==> src/rtl/instruction_queue.sv <==
// Decoupling FIFO between fetch and decode: buffers {pc, instr} pairs in order
// and discards everything on a control-flow redirect (flush).
module instruction_queue #(
  parameter int DEPTH = 4,
  parameter int PTR_W = 2
) (
  input  logic             clk,
  input  logic             reset,
  input  logic             in_valid,
  input  logic [31:0]      in_pc,
  input  logic [31:0]      in_instr,
  output logic             in_ready,
  input  logic             flush,
  output logic             out_valid,
  output logic [31:0]      out_pc,
  output logic [31:0]      out_instr,
  input  logic             out_ready,
  output logic [PTR_W:0]   count
);

  localparam logic [PTR_W:0] FULL_COUNT = (PTR_W + 1)'(DEPTH);

  logic [31:0]      pc_mem    [DEPTH];
  logic [31:0]      instr_mem [DEPTH];
  logic [PTR_W-1:0] wr_ptr;
  logic [PTR_W-1:0] rd_ptr;
  logic [PTR_W:0]   occ;
  logic             push;
  logic             pop;

  // Readiness comes from occupancy alone, so a full queue never passes through.
  assign in_ready  = (occ != FULL_COUNT);
  assign out_valid = (occ != '0);
  assign count     = occ;
  assign out_pc    = pc_mem[rd_ptr];
  assign out_instr = instr_mem[rd_ptr];

  assign push = in_valid & in_ready & ~flush;
  assign pop  = out_valid & out_ready & ~flush;

  always_ff @(posedge clk or negedge reset) begin
    if (!reset) begin
      wr_ptr <= '0;
      rd_ptr <= '0;
      occ    <= '0;
    end else if (flush) begin
      wr_ptr <= '0;
      rd_ptr <= '0;
      occ    <= '0;
    end else begin
      if (push) wr_ptr <= wr_ptr + PTR_W'(1);
      if (pop)  rd_ptr <= rd_ptr + PTR_W'(1);
      if (push && !pop)      occ <= occ + (PTR_W + 1)'(1);
      else if (pop && !push) occ <= occ - (PTR_W + 1)'(1);
    end
  end

  // Storage has no reset; only entries between the pointers are ever observed.
  always_ff @(posedge clk) begin
    if (push) begin
      pc_mem[wr_ptr]    <= in_pc;
      instr_mem[wr_ptr] <= in_instr;
    end
  end

endmodule

==> config.mk <==
export PLATFORM = sky130hd
export DESIGN_NAME = instruction_queue
export DESIGN_NICKNAME = d
export VERILOG_FILES = /design/src/rtl/instruction_queue.sv
export SDC_FILE = /design/constraint.sdc
export NUM_CORES = 1
export LEC_CHECK = 0
export ABC_AREA = 1
export CAP_MARGIN = 40
export CORE_MARGIN = 4
export CORE_UTILIZATION = 50
export DETAILED_ROUTE_END_ITERATION = 8
export HOLD_SLACK_MARGIN = 0.08
export MAX_ROUTING_LAYER = met4
export PLACE_DENSITY = 0.76
export SLEW_MARGIN = 20
export SYNTH_ARGS = -nofsm -noshare
export SYNTH_HDL_FRONTEND = slang
export SYNTH_SLANG_ARGS = --single-unit
==> constraint.sdc <==
create_clock -name clk -period 4.87 [get_ports clk]
set_input_delay 0.7305 -clock clk [delete_from_list [all_inputs] [get_ports clk]]
set_output_delay 0.7305 -clock clk [all_outputs]
set_load 0.02 [all_outputs]
==> results of run 1 <==
[sequential cells by signal, indices dropped and copies added, names as in the netlist]
register and count:
instr_mem 128, pc_mem 128, count 3, rd_ptr 2
wr_ptr 2
[cell families after synthesis]
logic type,after synthesis
xor gates and xnor gates,1
DFF,263
buffers and inverters,59
adders and majority gates,5
AOI/OAI and AO/OA,200
and+or+nand+nor,157
[layout make-up]
type / count / share of cell area
timing repair buffer: 150 / 0.124
sequential: 263 / 0.632
tap: 265 / 0.0266
inverter: 17 / 0.00533
clock inverter: 17 / 0.0101
multi-input combinational: 363 / 0.147
clock buffer: 30 / 0.0552
[path summary, 6_finish.rpt]
check | depth (start not counted) | from | end
max | 5 | rd_ptr[0] | out_pc[12]
min | 1 | reset | count[0]
max reg2reg | 7 | count[1] | pc_mem[3][1]
min reg2reg | 2 | count[0] | count[0]
max in group asynchronous | 1 | reset | rd_ptr[0]
min in group clk | 2 | count[0] | count[0]
[power breakdown]
| part | switching, mW | total [mW] | internal [mW] |
|---|---|---|---|
| registers | 0.119 | 2.76 | 2.64 |
| clock network | 0.780 | 1.89 | 1.11 |
| logic | 1.08 | 1.84 | 0.755 |
[stage by stage]
step	setup WS, ns	hold WS, ns	power [mW]	std cells	utilization
2_1_floorplan	0.662	0.435	3.87	685	-
3_3_place_gp	1.38	0.598	4.62	1056	0.593
3_5_place_dp	1.37	0.602	4.65	1057	0.594
4_1_cts	0.808	0.476	6.54	1104	0.636
5_1_grt	0.634	0.485	6.79	1105	0.637
6_report	0.852	0.486	6.48	1105	0.637
[routing by layer]
metal	routed length, um	track usage
met2	10300	0.316
met4	244	0.0334
met5	0	-
met3	1280	0.0301
met1	8810	0.247
[synthesized netlist by cell type]
library cell	instances	area, um^2
clkbuf_1	23	86.3
o21ai_0	86	430
nor2_4	1	11.3
fa_1	1	20.0
buf_6	11	124
buf_4	4	30.0
nand2_2	2	12.5
inv_2	2	7.51
xor2_1	1	8.76
nor2_2	1	6.26
dfrtp_1	7	175
a21oi_2	1	8.76
buf_2	4	20.0
inv_1	15	56.3
ha_1	4	50.1
edfxtp_1	256	7690
nand2_1	14	52.6
nor2_1	132	495
nand2_4	2	22.5
a21oi_1	4	20.0
nand3b_1	1	7.51
nand3_1	3	15.0
o21ai_1	45	225
o22ai_1	64	400
nand3_2	1	10.0
==> qor.csv, run 1 <==
stage,metric,value,unit
routing,postRouteAntennaNets,0,
synth,synth_compound_area_frac,0.109,
power_and_ir_drop,static-leakage-power,4.15,nW
setup_path,crit_type,reg2out,
timing,tns,0,ns
setup_path,startpoint_type,flip-flop,
routing,wirelength,20.6,mm
finish,antenna_cells,0,
power_and_ir_drop,peakVddDrop,0.375,mV
cts,clock_path_buffers,3,
global_route,grt_max_degree,82,
synth,synth_mux_area_frac,0,
setup_path,slowest_delay,0.78,ns
timing,clock.fmax,249,MHz
synth,seq_area_frac_synth,0.788,
synth,synth.distinct_cells,25,
global_route,gr-total-overflow,0,
cts,clkTransAtPathRegs,0.06,ns
setup_path,cp_slowest_cell,dfrtp_4,
finish,fin_area,0.0124,mm^2
routing,drtIter0Drc,467,
global_route,antenna_found_initial,0,
setup_path,path_cells,"inv_4, buf_12, nor2_1, o22ai_1, clkdlybuf4s50_1",
synth,yosys.area_share.simple,0.0634,
synth,yosys_warnings,0,
cts,htree_levels,1,
floorplanning,io_pins,138,
routing,first_pass_iters,8,
routing,drc,0,
floorplanning,die_h,149,um
timing,finClkSkew,0.00744,ns
hold_path,hold_path_class,in2async,
place,hpwl,12.1,mm
finish,nFillCells,1453,
run_status,status,finished clean,
synth,synth-xor-area-share,0.000877,
timing,timing.final.crit_share,0.825,
timing,slew_viol_final,0,
finish,fin_nets,895,
floorplanning,die-area,0.0223,mm^2
setup_path,arrival,3.29,ns
synth,synthAdderAreaFrac,0.00702,
setup_path,end_kind,output port,
setup_path,cp.required,4.14,ns
synth,syn_avg_cell_area,14.6,um^2
synth,synth_seq_cells,263,
routing,via_per_inst,5.43,
timing,rsz0062_at_grt,no,
synth,synth_nets,759,
finish,drive_gt1_frac,0.0762,
setup_path,crit_buf_inv,3,
global_route,grt_usage,0.187,
finish,multiInputGateArea,0.00183,mm^2
cts,cts_setup_buffers,0,
floorplanning,start_util,0.511,
floorplanning,die_w,149,um
job,maxCapViolCount,0,
timing,period_needed,4.02,ns
finish,final_common_cell,edfxtp_1,
place,placed_area,0.0116,mm^2
cts,numCtsBuffers,26,
cts,cts-resized-gates,0,
synth,synth_top_family_by_area,compound AO/OA/AOI/OAI gates,
timing,setup_violations,0,
floorplanning,num_rows,51,
cts,cts_tree,yes,
routing,num_vias,5995,
cts,cts-hold-fix-buffers,0,
setup_path,cp_top_family,buffers and inverters,
place,gp_congestion,0.763,
place,io_buffers,137,
power_and_ir_drop,powerDensity,521,mW/mm^2
synth,syn_inst,685,
finish,area.growth.synth_to_final,24.6,%
timing,hold_viol,0,
cts,insertion_delay,0.51,ns
timing,slew_headroom,0.451,
finish,most-common-layout-cells,"edfxtp_1 (256), clkdlybuf4s50_1 (137), nor2_1 (128)",
floorplanning,core_area,0.0195,mm^2
cts,clock-sinks,263,
setup_path,r2r_slack,2.63,ns
global_route,grt_pass1_vias,6028,
synth,syn_area,0.00998,mm^2
global_route,grt_pass1_wl,31.9,mm
routing,wl_per_cell,18.7,um
timing,worstMarginPinSlew,0.824,ns
setup_path,path_max_fanout,81,
finish,regArea,0.00787,mm^2
cts,cts-root-buf,clkbuf_16,
No activity file was read; power rests on OpenSTA's default activity.
==> run 2: changes to the inputs <==
==> constraint.sdc (replaced) <==
create_clock -name clk -period 4.15 [get_ports clk]
set_input_delay 0.6225 -clock clk [delete_from_list [all_inputs] [get_ports clk]]
set_output_delay 0.6225 -clock clk [all_outputs]
set_load 0.02 [all_outputs]
==> qor.csv, run 2 (same netlist as run 1, synthesis figures left out) <==
stage,metric,value,unit
run_status,status,finished clean,
setup_path,arrival,2.82,ns
place,pre_cts_ws,1.23,ns
setup_path,path_max_fanout,42,
routing,first_pass_iters,5,
cts,insertion_delay,0.50,ns
floorplanning,core_area,0.0195,mm^2
cts,htree_levels,1,
finish,fin_cells,1101,
power_and_ir_drop,peakVddDrop,0.380,mV
floorplanning,die-area,0.0223,mm^2
routing,wirelength,20.2,mm
setup_path,crit_type,reg2out,
routing,postRouteAntennaNets,0,
routing,drc,0,
timing,clock.fmax,291,MHz
cts,cts_tree,yes,
finish,most-common-layout-cells,"edfxtp_1 (256), clkdlybuf4s50_1 (137), nor2_1 (128)",
hold_path,hold_path_class,in2async,
cts,clock-sinks,263,
floorplanning,die_w,149,um
timing,hold_viol,0,
setup_path,end_kind,output port,
global_route,antenna_found_initial,1,
routing,num_vias,5934,
cts,clkTransAtPathRegs,0.06,ns
timing,worstMarginPinSlew,0.488,ns
place,io_buffers,137,
routing,wl_per_cell,18.3,um
timing,hold_slack,0.397,ns
place,gp_congestion,0.715,
setup_path,path_cells,"inv_4, buf_4, nor2_1, o22ai_1, clkdlybuf4s50_1",
routing,wl_met2,9.95,mm
finish,regArea,0.00787,mm^2
place,hpwl,11.3,mm
timing,setup_violations,0,
cts,cts-hold-fix-buffers,0,
cts,cts_setup_buffers,0,
power_and_ir_drop,powerDensity,601,mW/mm^2
timing,slew_headroom,0.675,
timing,period_needed,3.44,ns
routing,wl_met3,1.22,mm
timing,rsz0062_at_grt,no,
global_route,grt_usage,0.183,
job,maxCapViolCount,0,
floorplanning,num_rows,51,
cts,clock_path_buffers,3,
setup_path,slowest_delay,0.65,ns
floorplanning,die_h,149,um
finish,fin_nets,893,
setup_path,cp.required,3.53,ns
global_route,grt_pass1_vias,5970,
global_route,gr-total-overflow,0,
finish,area.growth.synth_to_final,23.8,%
place,post-place-cells,1057,
finish,final_util,0.633,
setup_path,startpoint_type,flip-flop,
finish,final_common_cell,edfxtp_1,
finish,multiInputGateArea,0.00183,mm^2
setup_path,r2r_slack,2.21,ns
timing,slew_viol_final,0,
global_route,grt_max_degree,105,
floorplanning,io_pins,138,
routing,drtIter0Drc,377,
power_and_ir_drop,report.power.total,7.43,mW
finish,drive_gt1_frac,0.0695,
cts,cts-resized-gates,0,
routing,via_per_inst,5.39,
power_and_ir_drop,static-leakage-power,4.09,nW
cts,numCtsBuffers,25,
cts,cts-root-buf,clkbuf_16,
finish,nFillCells,1449,
floorplanning,start_util,0.511,
global_route,grt_pass1_wl,31.2,mm
setup_path,cp_slowest_cell,clkdlybuf4s50_1,
setup_path,rr_worst_depth,7,
routing,met1_length,8.59,mm
timing,finClkSkew,0.0104,ns
timing,fin_ws,0.708,ns
timing,timing.final.crit_share,0.829,
routing,top_layer,met4,
-- run 2: cell types whose count changed in the layout (fill, tap and decap cells not counted), sizes merged --
cell | before | now
clkinv | 14 | 7
clkbuf | 30 | 34
buf | 13 | 12
bufinv | 2 | 1
diode | 0 | 1
-- run 2: worst paths after layout --
check	from	end
max	rd_ptr[0]	out_pc[12]
min	reset	count[2]
max reg2reg	count[1]	pc_mem[1][10]
min reg2reg	count[0]	count[0]
max in group asynchronous	reset	rd_ptr[0]
min in group clk	count[0]	count[0]
-- run 2: layer usage --
metal,global-route usage,up-vias
met1,0.243,2898
met4,0.0481,0
met5,-,-
li1,-,2837
met2,0.300,173
met3,0.0295,26
-- run 2: layout make-up --
type / count / area share
clock inverter: 9 / 0.00537
tap: 265 / 0.0268
antenna: 1 / 0.000203
inverter: 17 / 0.00537
clock buffer: 34 / 0.0534
timing repair buffer: 149 / 0.124
multi-input combinational: 363 / 0.148
sequential: 263 / 0.637
-- run 2: worst max-delay path: cells and delay by family (launching register included) --
family,cells,cell delay (ns)
flip-flops,1,0.61
buffers and inverters,3,1.40
AND/OR/NAND/NOR,1,0.09
AO/OA/AOI/OAI,1,0.20
-- run 2: where the power goes --
part	leakage, nW	internal, mW	switching, mW
clock	0.349	1.17	0.856
sequential	2.41	3.10	0.0937
combinational	1.33	0.896	1.32
total	4.09	5.16	2.27
-- run 2: metrics by stage --
stage | area, um^2 | TNS, ns
3_3_place_gp | 11600 | 0
2_1_floorplan | 9980 | -14.86
4_1_cts | 12400 | 0
6_report | 12400 | 0
5_1_grt | 12400 | 0
3_5_place_dp | 11600 | 0
==> run 3: changes to the inputs <==
--- a/config.mk
+++ b/config.mk
@@ -8,11 +8,11 @@
 export ABC_AREA = 1
 export CAP_MARGIN = 40
 export CORE_MARGIN = 4
-export CORE_UTILIZATION = 50
+export CORE_UTILIZATION = 49
 export DETAILED_ROUTE_END_ITERATION = 8
 export HOLD_SLACK_MARGIN = 0.08
 export MAX_ROUTING_LAYER = met4
-export PLACE_DENSITY = 0.76
+export PLACE_DENSITY = 0.77
 export SLEW_MARGIN = 20
 export SYNTH_ARGS = -nofsm -noshare
 export SYNTH_HDL_FRONTEND = slang
==> constraint.sdc (replaced) <==
create_clock -name clk -period 2.8 [get_ports clk]
set_input_delay 0.42 -clock clk [delete_from_list [all_inputs] [get_ports clk]]
set_output_delay 0.42 -clock clk [all_outputs]
set_load 0.02 [all_outputs]
==> qor.csv, run 3 (same netlist as run 1, synthesis figures left out) <==
stage,metric,value,unit
place,hpwl,11.4,mm
timing,period_needed,2.67,ns
timing,slew_headroom,0.719,
timing,hold_slack,0.179,ns
setup_path,arrival,2.25,ns
global_route,grt_pass1_wl,30.9,mm
cts,cts-root-buf,clkbuf_16,
routing,via_per_inst,5.48,
power_and_ir_drop,report.power.total,11.3,mW
timing,setup_violations,0,
power_and_ir_drop,powerDensity,898,mW/mm^2
timing,fin_ws,0.126,ns
finish,area.growth.synth_to_final,25.7,%
finish,fin_cells,1109,
setup_path,rr_worst_depth,7,
global_route,grt_usage,0.180,
floorplanning,die_w,151,um
setup_path,critical_path_depth,5,
power_and_ir_drop,clkPwrFrac,0.302,
setup_path,cp_slowest_cell,dfrtp_4,
power_and_ir_drop,peakVddDrop,0.564,mV
routing,postRouteAntennaNets,0,
finish,most-common-layout-cells,"edfxtp_1 (256), nor2_1 (128), o21ai_0 (86)",
power_and_ir_drop,power_frac_comb,0.280,
run_status,status,finished clean,
setup_path,worstReg2RegEnd,pc_mem[2][0],
place,placed_area,0.0117,mm^2
timing,finClkSkew,0.00846,ns
global_route,gr-total-overflow,0,
global_route,antenna_found_initial,1,
setup_path,r2r_slack,0.90,ns
cts,clkTransAtPathRegs,0.06,ns
setup_path,end_kind,output port,
cts,insertion_delay,0.51,ns
cts,cts_tree,yes,
finish,final_common_cell,edfxtp_1,
finish,fin_nets,899,
place,gp_congestion,0.750,
routing,drc,0,
cts,cts-hold-fix-buffers,0,
finish,fin_area,0.0125,mm^2
routing,first_pass_iters,5,
routing,wl_per_cell,18.5,um
hold_path,hold_path_class,in2async,
timing,timing.final.crit_share,0.955,
power_and_ir_drop,internal_power,7.79,mW
floorplanning,start_util,0.506,
cts,clock_path_buffers,3,
setup_path,crit_buf_inv,3,
floorplanning,num_rows,51,
job,maxCapViolCount,0,
cts,numCtsBuffers,27,
floorplanning,core_area,0.0197,mm^2
global_route,grt_pass1_vias,5964,
setup_path,path_cells,"inv_6, buf_12, nor2_1, o22ai_1, dlygate4sd2_1",
routing,num_vias,6075,
finish,drive_gt1_frac,0.0842,
power_and_ir_drop,static-leakage-power,4.31,nW
setup_path,slowest_delay,0.59,ns
power_and_ir_drop,seqPwrFrac,0.418,
cts,clock-sinks,263,
global_route,grt_max_degree,65,
setup_path,cp.required,2.38,ns
setup_path,startpoint_type,flip-flop,
timing,clock.fmax,374,MHz
setup_path,cp_top_family,buffers and inverters,
timing,worstMarginPinSlew,0.421,ns
place,post-place-cells,1060,
finish,final_util,0.636,
timing,tns,0,ns
floorplanning,die-area,0.0227,mm^2
routing,wirelength,20.5,mm
timing,slew_viol_final,0,
cts,cts_setup_buffers,0,
setup_path,r2r-start,count[1],
cts,htree_levels,1,
routing,drtIter0Drc,448,
floorplanning,io_pins,138,
place,pre_cts_ws,0.341,ns
setup_path,path_max_fanout,44,
timing,hold_viol,0,
setup_path,crit_type,reg2out,
power_and_ir_drop,switching_power,3.48,mW
power_and_ir_drop,power.switching_fraction,0.309,
floorplanning,die_h,151,um
timing,rsz0062_at_grt,no,
place,io_buffers,137,
run 3: cell types whose count changed in the layout (fill, tap and decap cells not counted):
cell / previous run / this run
buf_12: 6 / 9
buf_16: 0 / 2
buf_4: 6 / 4
bufinv_16: 1 / 3
clkbuf_1: 9 / 2
clkbuf_16: 25 / 28
clkdlybuf4s50_1: 137 / 78
clkinv_1: 5 / 7
clkinv_2: 2 / 5
clkinvlp_4: 1 / 2
dlygate4sd2_1: 0 / 55
dlymetal6s2s_1: 0 / 4
inv_4: 1 / 0
inv_6: 0 / 2
run 3: worst register-to-register path: cells and delay by family, from the launching register on:
kind,cells,cell delay (ns)
simple gates,5,0.53
buf+inv,2,0.53
flops,1,0.44
run 3: final cells by class:
type                    instances  area [um^2]
well taps                     265          332
diodes                          1         2.50
clock inverters                18          165
repair buffers                153         1600
flip-flops and latches        263         7870
multi-input cells             363         1830
clock buffers                  29          683
inverters                      17         68.8
fillers                      1418         7170
run 3: how the worst max path moves through the flow:
stage | to | startpoint
after floorplan | instr_mem[0][0] | count[1]
after global placement | out_instr[26] | rd_ptr[0]
after detailed placement | out_instr[21] | rd_ptr[0]
after CTS | out_instr[3] | rd_ptr[0]
after global routing | out_instr[10] | rd_ptr[1]
final | out_pc[4] | rd_ptr[0]
run 3: repair_timing:
| action | in CTS | in global routing |
|---|---|---|
| setup endpoints to repair | 55 | 8 |
| cloned | 0 | 1 |
| resized for setup | 57 | 5 |
run 3: per-layer routing:
layer	vias up	wire length, um	track usage
met2	221	10100	0.297
met4	0	498	0.0526
met5	-	0	-
met3	39	1360	0.0325
li1	2855	-	-
met1	2960	8520	0.232
run 3: power by group through the flow:
| stage | sequential [mW] | combinational, mW | clock, mW |
|---|---|---|---|
| floorplan | 4.78 | 1.95 | 0 |
| global placement | 4.77 | 3.35 | 0 |
| detailed placement | 4.78 | 3.39 | 0 |
| CTS | 4.70 | 3.15 | 3.47 |
| global route | 4.73 | 3.43 | 3.66 |
| finish | 4.71 | 3.16 | 3.40 |
